**config.mk**
```make
export PLATFORM = sky130hd
export DESIGN_NAME = mem_access_ctrl
export DESIGN_NICKNAME = d
export VERILOG_FILES = /design/src/rtl/mem_access_ctrl_pkg.sv /design/src/rtl/mem_wait_counter.sv /design/src/rtl/mem_access_ctrl.sv
export SDC_FILE = /design/constraint.sdc
export NUM_CORES = 1
export LEC_CHECK = 0
export ABC_AREA = 1
export CAP_MARGIN = 20
export CORE_UTILIZATION = 45
export DETAILED_ROUTE_END_ITERATION = 16
export PLACE_DENSITY = 0.78
export SYNTH_ARGS = -nofsm -noshare
export SYNTH_HDL_FRONTEND = slang
export SYNTH_SLANG_ARGS = --single-unit
export TNS_END_PERCENT = 100
```
**constraint.sdc**
```tcl
create_clock -name clk -period 2.2 [get_ports clk]
set_input_delay 0.33 -clock clk [delete_from_list [all_inputs] [get_ports clk]]
set_output_delay 0.33 -clock clk [all_outputs]
set_load 0.005 [all_outputs]
```
**src/rtl/mem_access_ctrl_pkg.sv**
```systemverilog
// Shared definitions for the memory access controller: FSM encoding, RAM geometry
// and the wait-counter width helper.
// Ports: none (package).
package mem_access_ctrl_pkg;

  typedef enum logic [1:0] {
    ST_IDLE   = 2'd0,
    ST_ACCESS = 2'd1,
    ST_DONE   = 2'd2,
    ST_FAULT  = 2'd3
  } state_t;

  localparam int RAM_DEPTH     = 512;
  localparam int DEF_ADDR_BITS = 9;

  // Width of the wait-state down-counter; never narrower than one bit so that
  // WAIT_STATES=0 still yields a legal vector.
  function automatic int cnt_width(input int wait_states);
    return (wait_states < 1) ? 1 : $clog2(wait_states + 1);
  endfunction

endpackage

```
**src/rtl/mem_wait_counter.sv**
```systemverilog
// Loadable down-counter that paces the RAM access phase.
// Latency: load/decrement visible the cycle after the edge; zero is combinational from the count.
// Backpressure: none; holds at zero once reached.
// Ports: clk, clear_n (sync active-low), load + load_val, en (decrement), zero (count == 0).
module mem_wait_counter #(
  parameter int W = 1
) (
  input  logic         clk,
  input  logic         clear_n,
  input  logic         load,
  input  logic         en,
  input  logic [W-1:0] load_val,
  output logic         zero
);

  logic [W-1:0] count;

  always_ff @(posedge clk) begin
    if (!clear_n) begin
      count <= '0;
    end else if (load) begin
      count <= load_val;
    end else if (en && (count != '0)) begin
      count <= count - W'(1);
    end
  end

  assign zero = (count == '0);

endmodule

```
**src/rtl/mem_access_ctrl.sv**
```systemverilog
// Memory access controller: one load/store at a time between CPU MAR/MDR and a combinational-read RAM.
// Latency: request accepted at edge k -> ACCESS cycles k+1..k+1+WAIT_STATES, done pulse in k+2+WAIT_STATES (fault: k+1).
// Backpressure: req is a level sampled only in IDLE; busy is high from the cycle after acceptance through DONE/FAULT.
// Ports: clk, clear_n (sync active-low); CPU side req/wr/addr/wdata -> busy/done/err/rdata;
//        RAM side ram_address/ram_data_in/ram_read/ram_write (all registered) and ram_data_out.
module mem_access_ctrl
  import mem_access_ctrl_pkg::*;
#(
  parameter int ADDR_BITS   = DEF_ADDR_BITS,
  parameter int WAIT_STATES = 1,
  parameter int DATA_W      = 32
) (
  input  logic              clk,
  input  logic              clear_n,
  input  logic              req,
  input  logic              wr,
  input  logic [31:0]       addr,
  input  logic [DATA_W-1:0] wdata,
  output logic              busy,
  output logic              done,
  output logic              err,
  output logic [DATA_W-1:0] rdata,
  output logic [31:0]       ram_address,
  output logic [DATA_W-1:0] ram_data_in,
  output logic              ram_read,
  output logic              ram_write,
  input  logic [DATA_W-1:0] ram_data_out
);

  localparam int CW = cnt_width(WAIT_STATES);

  state_t            state;
  state_t            state_nxt;

  logic [31:0]       addr_q;
  logic [DATA_W-1:0] wdata_q;
  logic              wr_q;

  logic              accept;
  logic              in_range;
  logic              cnt_zero;

  logic [31:0]       ram_address_nxt;
  logic [DATA_W-1:0] ram_data_in_nxt;
  logic              ram_read_nxt;
  logic              ram_write_nxt;
  logic              capture;

  assign accept   = (state == ST_IDLE) && req;
  assign in_range = ((addr >> ADDR_BITS) == 32'd0);

  mem_wait_counter #(
    .W (CW)
  ) u_wait_cnt (
    .clk      (clk),
    .clear_n  (clear_n),
    .load     (accept && in_range),
    .en       (state == ST_ACCESS),
    .load_val (CW'(WAIT_STATES)),
    .zero     (cnt_zero)
  );

  // State register
  always_ff @(posedge clk) begin
    if (!clear_n) begin
      state <= ST_IDLE;
    end else begin
      state <= state_nxt;
    end
  end

  // Next-state logic
  always_comb begin
    state_nxt = state;
    case (state)
      ST_IDLE:   if (req) state_nxt = in_range ? ST_ACCESS : ST_FAULT;
      ST_ACCESS: if (cnt_zero) state_nxt = ST_DONE;
      ST_DONE:   state_nxt = ST_IDLE;
      ST_FAULT:  state_nxt = ST_IDLE;
      default:   state_nxt = ST_IDLE;
    endcase
  end

  // Output logic. The RAM strobes are computed here one cycle ahead and
  // registered below so the RAM only ever sees flop outputs. On the accepting
  // edge the raw inputs are used since addr_q/wdata_q/wr_q load on that same edge.
  always_comb begin
    ram_address_nxt = '0;
    ram_data_in_nxt = ram_data_in;
    ram_read_nxt    = 1'b0;
    ram_write_nxt   = 1'b0;
    capture         = 1'b0;
    busy            = 1'b0;
    done            = 1'b0;
    err             = 1'b0;
    case (state)
      ST_IDLE: begin
        if (accept && in_range) begin
          ram_address_nxt = addr;
          ram_data_in_nxt = wdata;
          ram_read_nxt    = ~wr;
          ram_write_nxt   = wr;
        end
      end
      ST_ACCESS: begin
        busy = 1'b1;
        if (!cnt_zero) begin
          ram_address_nxt = addr_q;
          ram_data_in_nxt = wdata_q;
          ram_read_nxt    = ~wr_q;
          ram_write_nxt   = wr_q;
        end else begin
          // Last access cycle: RAM data is valid against the still-driven address.
          capture = ~wr_q;
        end
      end
      ST_DONE: begin
        busy = 1'b1;
        done = 1'b1;
      end
      ST_FAULT: begin
        busy = 1'b1;
        done = 1'b1;
        err  = 1'b1;
      end
      default: ;
    endcase
  end

  // Request latch
  always_ff @(posedge clk) begin
    if (!clear_n) begin
      addr_q  <= '0;
      wdata_q <= '0;
      wr_q    <= 1'b0;
    end else if (accept) begin
      addr_q  <= addr;
      wdata_q <= wdata;
      wr_q    <= wr;
    end
  end

  // Registered RAM interface and MDR-style read register
  always_ff @(posedge clk) begin
    if (!clear_n) begin
      ram_address <= '0;
      ram_data_in <= '0;
      ram_read    <= 1'b0;
      ram_write   <= 1'b0;
      rdata       <= '0;
    end else begin
      ram_address <= ram_address_nxt;
      ram_data_in <= ram_data_in_nxt;
      ram_read    <= ram_read_nxt;
      ram_write   <= ram_write_nxt;
      if (capture) begin
        rdata <= ram_data_out;
      end
    end
  end

endmodule
```
==> qor.yml <==
synth-seq-area-share: 0.5200
finClkSkew_ps: 8.194
worstPathArrival_ps: 1570
hold_violations: 0
synth_top_cells_by_count: "214 x nand2_1, 166 x dfxtp_1, 166 x nor2_1, 95 x a21oi_1, 80 x o21ai_0"
clock_sinks: 166
cts-root-buf: "clkbuf_16"
antenna_left: 0
async_reset_ff_frac: 0
fmax_ghz: 0.5269
gp_congestion: 0.7534
syn_nets: 985
vias: 5976
drv_cap: 0
fin_crit_sh: 0.8626
synth_fa_ha_area_frac: 0
synth_seq_cells: 166
cts_made_buffers: 17
timing.hold.ws_ps: 304.4
num-fill-cells: 1245
worstMarginPinSlew_ps: 620.2
dpl_cell_area_sq_um: 8462
pre_cts_slack_ps: 192.8
crit_path_start_kind: "register"
synth-warning-count: 0
synth_top_area_frac: 0.5200
muxShareOfSynthArea: 0
start_util: 0.4604
yosysMostFrequentCell: "nand2_1"
ys.flop_type: "dfxtp_1"
powerDensity_nw_per_um2: 766.1
std_cell_rows: 43
synth_area_sq_um: 6391
route.final.wire_length_mm: 15.95
synth_top_family_by_area: "simple AND/OR/NAND/NOR gates"
grt_pass1_vias: 5419
tns_ps: 0
grt_setup_unrepaired: "no"
maxSlewHeadroom: 0.5865
synth_cell_types: 21
clk_pin_slew_ps: 60
critical_path.max_fanout: 4
finalCriticalPeriod_ps: 1898
syn_avg_cell_area_sq_um: 7.222
clock_path_buffers: 2
grt_max_degree: 83
postCtsSetupBuffers: 0
drt_iter0_drc: 402
die_h_microns: 121.2
avgViaCountPerCell: 4.785
setup_violations: 0
die_x_microns: 121.2
drc: 0
drive_gt1_frac: 0.05155
post-route-cell-area_sq_um: 9065
port-buffer-count: 200
nets: 1155
yosysTopAreaCell: "dfxtp_1"
synth_simple_gate_area_share: 0.2594
area_growth_pct: 41.84
ys_top_cells_by_area: "dfxtp_1 52%, nand2_1 13%, nor2_1 9.7%"
setup_ws_ps: 302.3
cts_tree: "built"
syn-instance-count: 885
crit_type: "register to output pin"
dieArea_sq_um: 14680
grt_pass1_wl_mm: 25.84
drt_first_pass_iters: 4
ir_worst_vdd_uv: 535.7
clkLatencyLatePin_ps: 430
synth_edf_count: 0
cp.required_ps: 1870
end_kind: "output pin"
overflow: 0
hold_buffers: 0
status: "finished clean"
p_leak_nw: 3.702
post_cts_resized: 0
core_area_sq_um: 13880
grt_antenna_before_repair: 2
synth_xor_xnor_area_share: 0
slew_viol_final: 0
htree_num_levels: 4
io_pins: 201
dpl.hpwl_mm: 10.31
synth_compound_area_frac: 0.1386
wl_per_cell_microns: 12.77
hp-class: "input port to register"
post-route-util: 0.6531
grt_util_all_layers: 0.2254
## final timing paths
check / cells past startpoint / slack (ps) / end / from
max: 3 / 300 / busy / state[1]
min: 3 / 300 / rdata[5] / clear_n
max reg2reg: 7 / 520 / rdata[14] / state[0]
min reg2reg: 2 / 430 / ram_address[13] / addr_q[13]
## area by class of cell
class,count,area (sq um),area share
diodes,2,5.005,0.0005521
clock buffers,21,470.5,0.05190
clock inverters,10,127.6,0.01408
inverters,60,225.2,0.02484
multi-input cells,597,2544,0.2806
flip-flops and latches,166,3323,0.3666
well taps,180,225.2,0.02484
repair buffers,213,2145,0.2366
## cells by family (layout without fill, tap and decap cells)
family          count (synthesis)  after routing
compound gates                177            177
buf+inv                       122            304
flops                         166            166
other cells                     0              2
simple gates                  420            420
## where the power goes
group	leakage, nW	switching [mW]	internal (mW)
Sequential	1.35	0.0599	3.15
Clock	0.298	1.14	1.85
Combinational	2.05	0.367	0.372
## cells in the final DEF, fill, tap and decap left out, types with 9 or more instances in the layout
master	count
a21oi_1	95
buf_4	9
clkbuf_16	17
clkdlybuf4s50_1	199
dfxtp_1	166
inv_1	53
nand2_1	214
nand3_1	33
nor2_1	166
o21ai_0	80
## critical path, stage by stage, from the launching register on
cell and delay [ps]:
dfxtp_1 420, inv_2 80, nand2_4 100, clkdlybuf4s50_1 540
## per-stage QoR
stage,power (mW),instances
after global placement,4.003,1216
after global routing,7.235,1249
after CTS,7.008,1247
final,6.944,1249
after detailed placement,4.014,1216
after floorplan,3.633,885
## per-layer routing
layer / up-vias / GRT usage / routed length (microns)
met5: - / 0 / 0
met4: 0 / 0.09877 / 415
met3: 25 / 0.07472 / 1061
met2: 160 / 0.3625 / 7579
met1: 2671 / 0.2733 / 6895
li1: 3120 / - / -
## sequential cells by signal (all words and copies together) (netlist names)
signal,cells
state,2
rdata,32
ram_data_in,32
ram_write,1
wr_q,1
addr_q,32
wdata_q,32
ram_read,1
u_wait_cnt.count,1
ram_address,32
(Power assumes the default switching activity.)
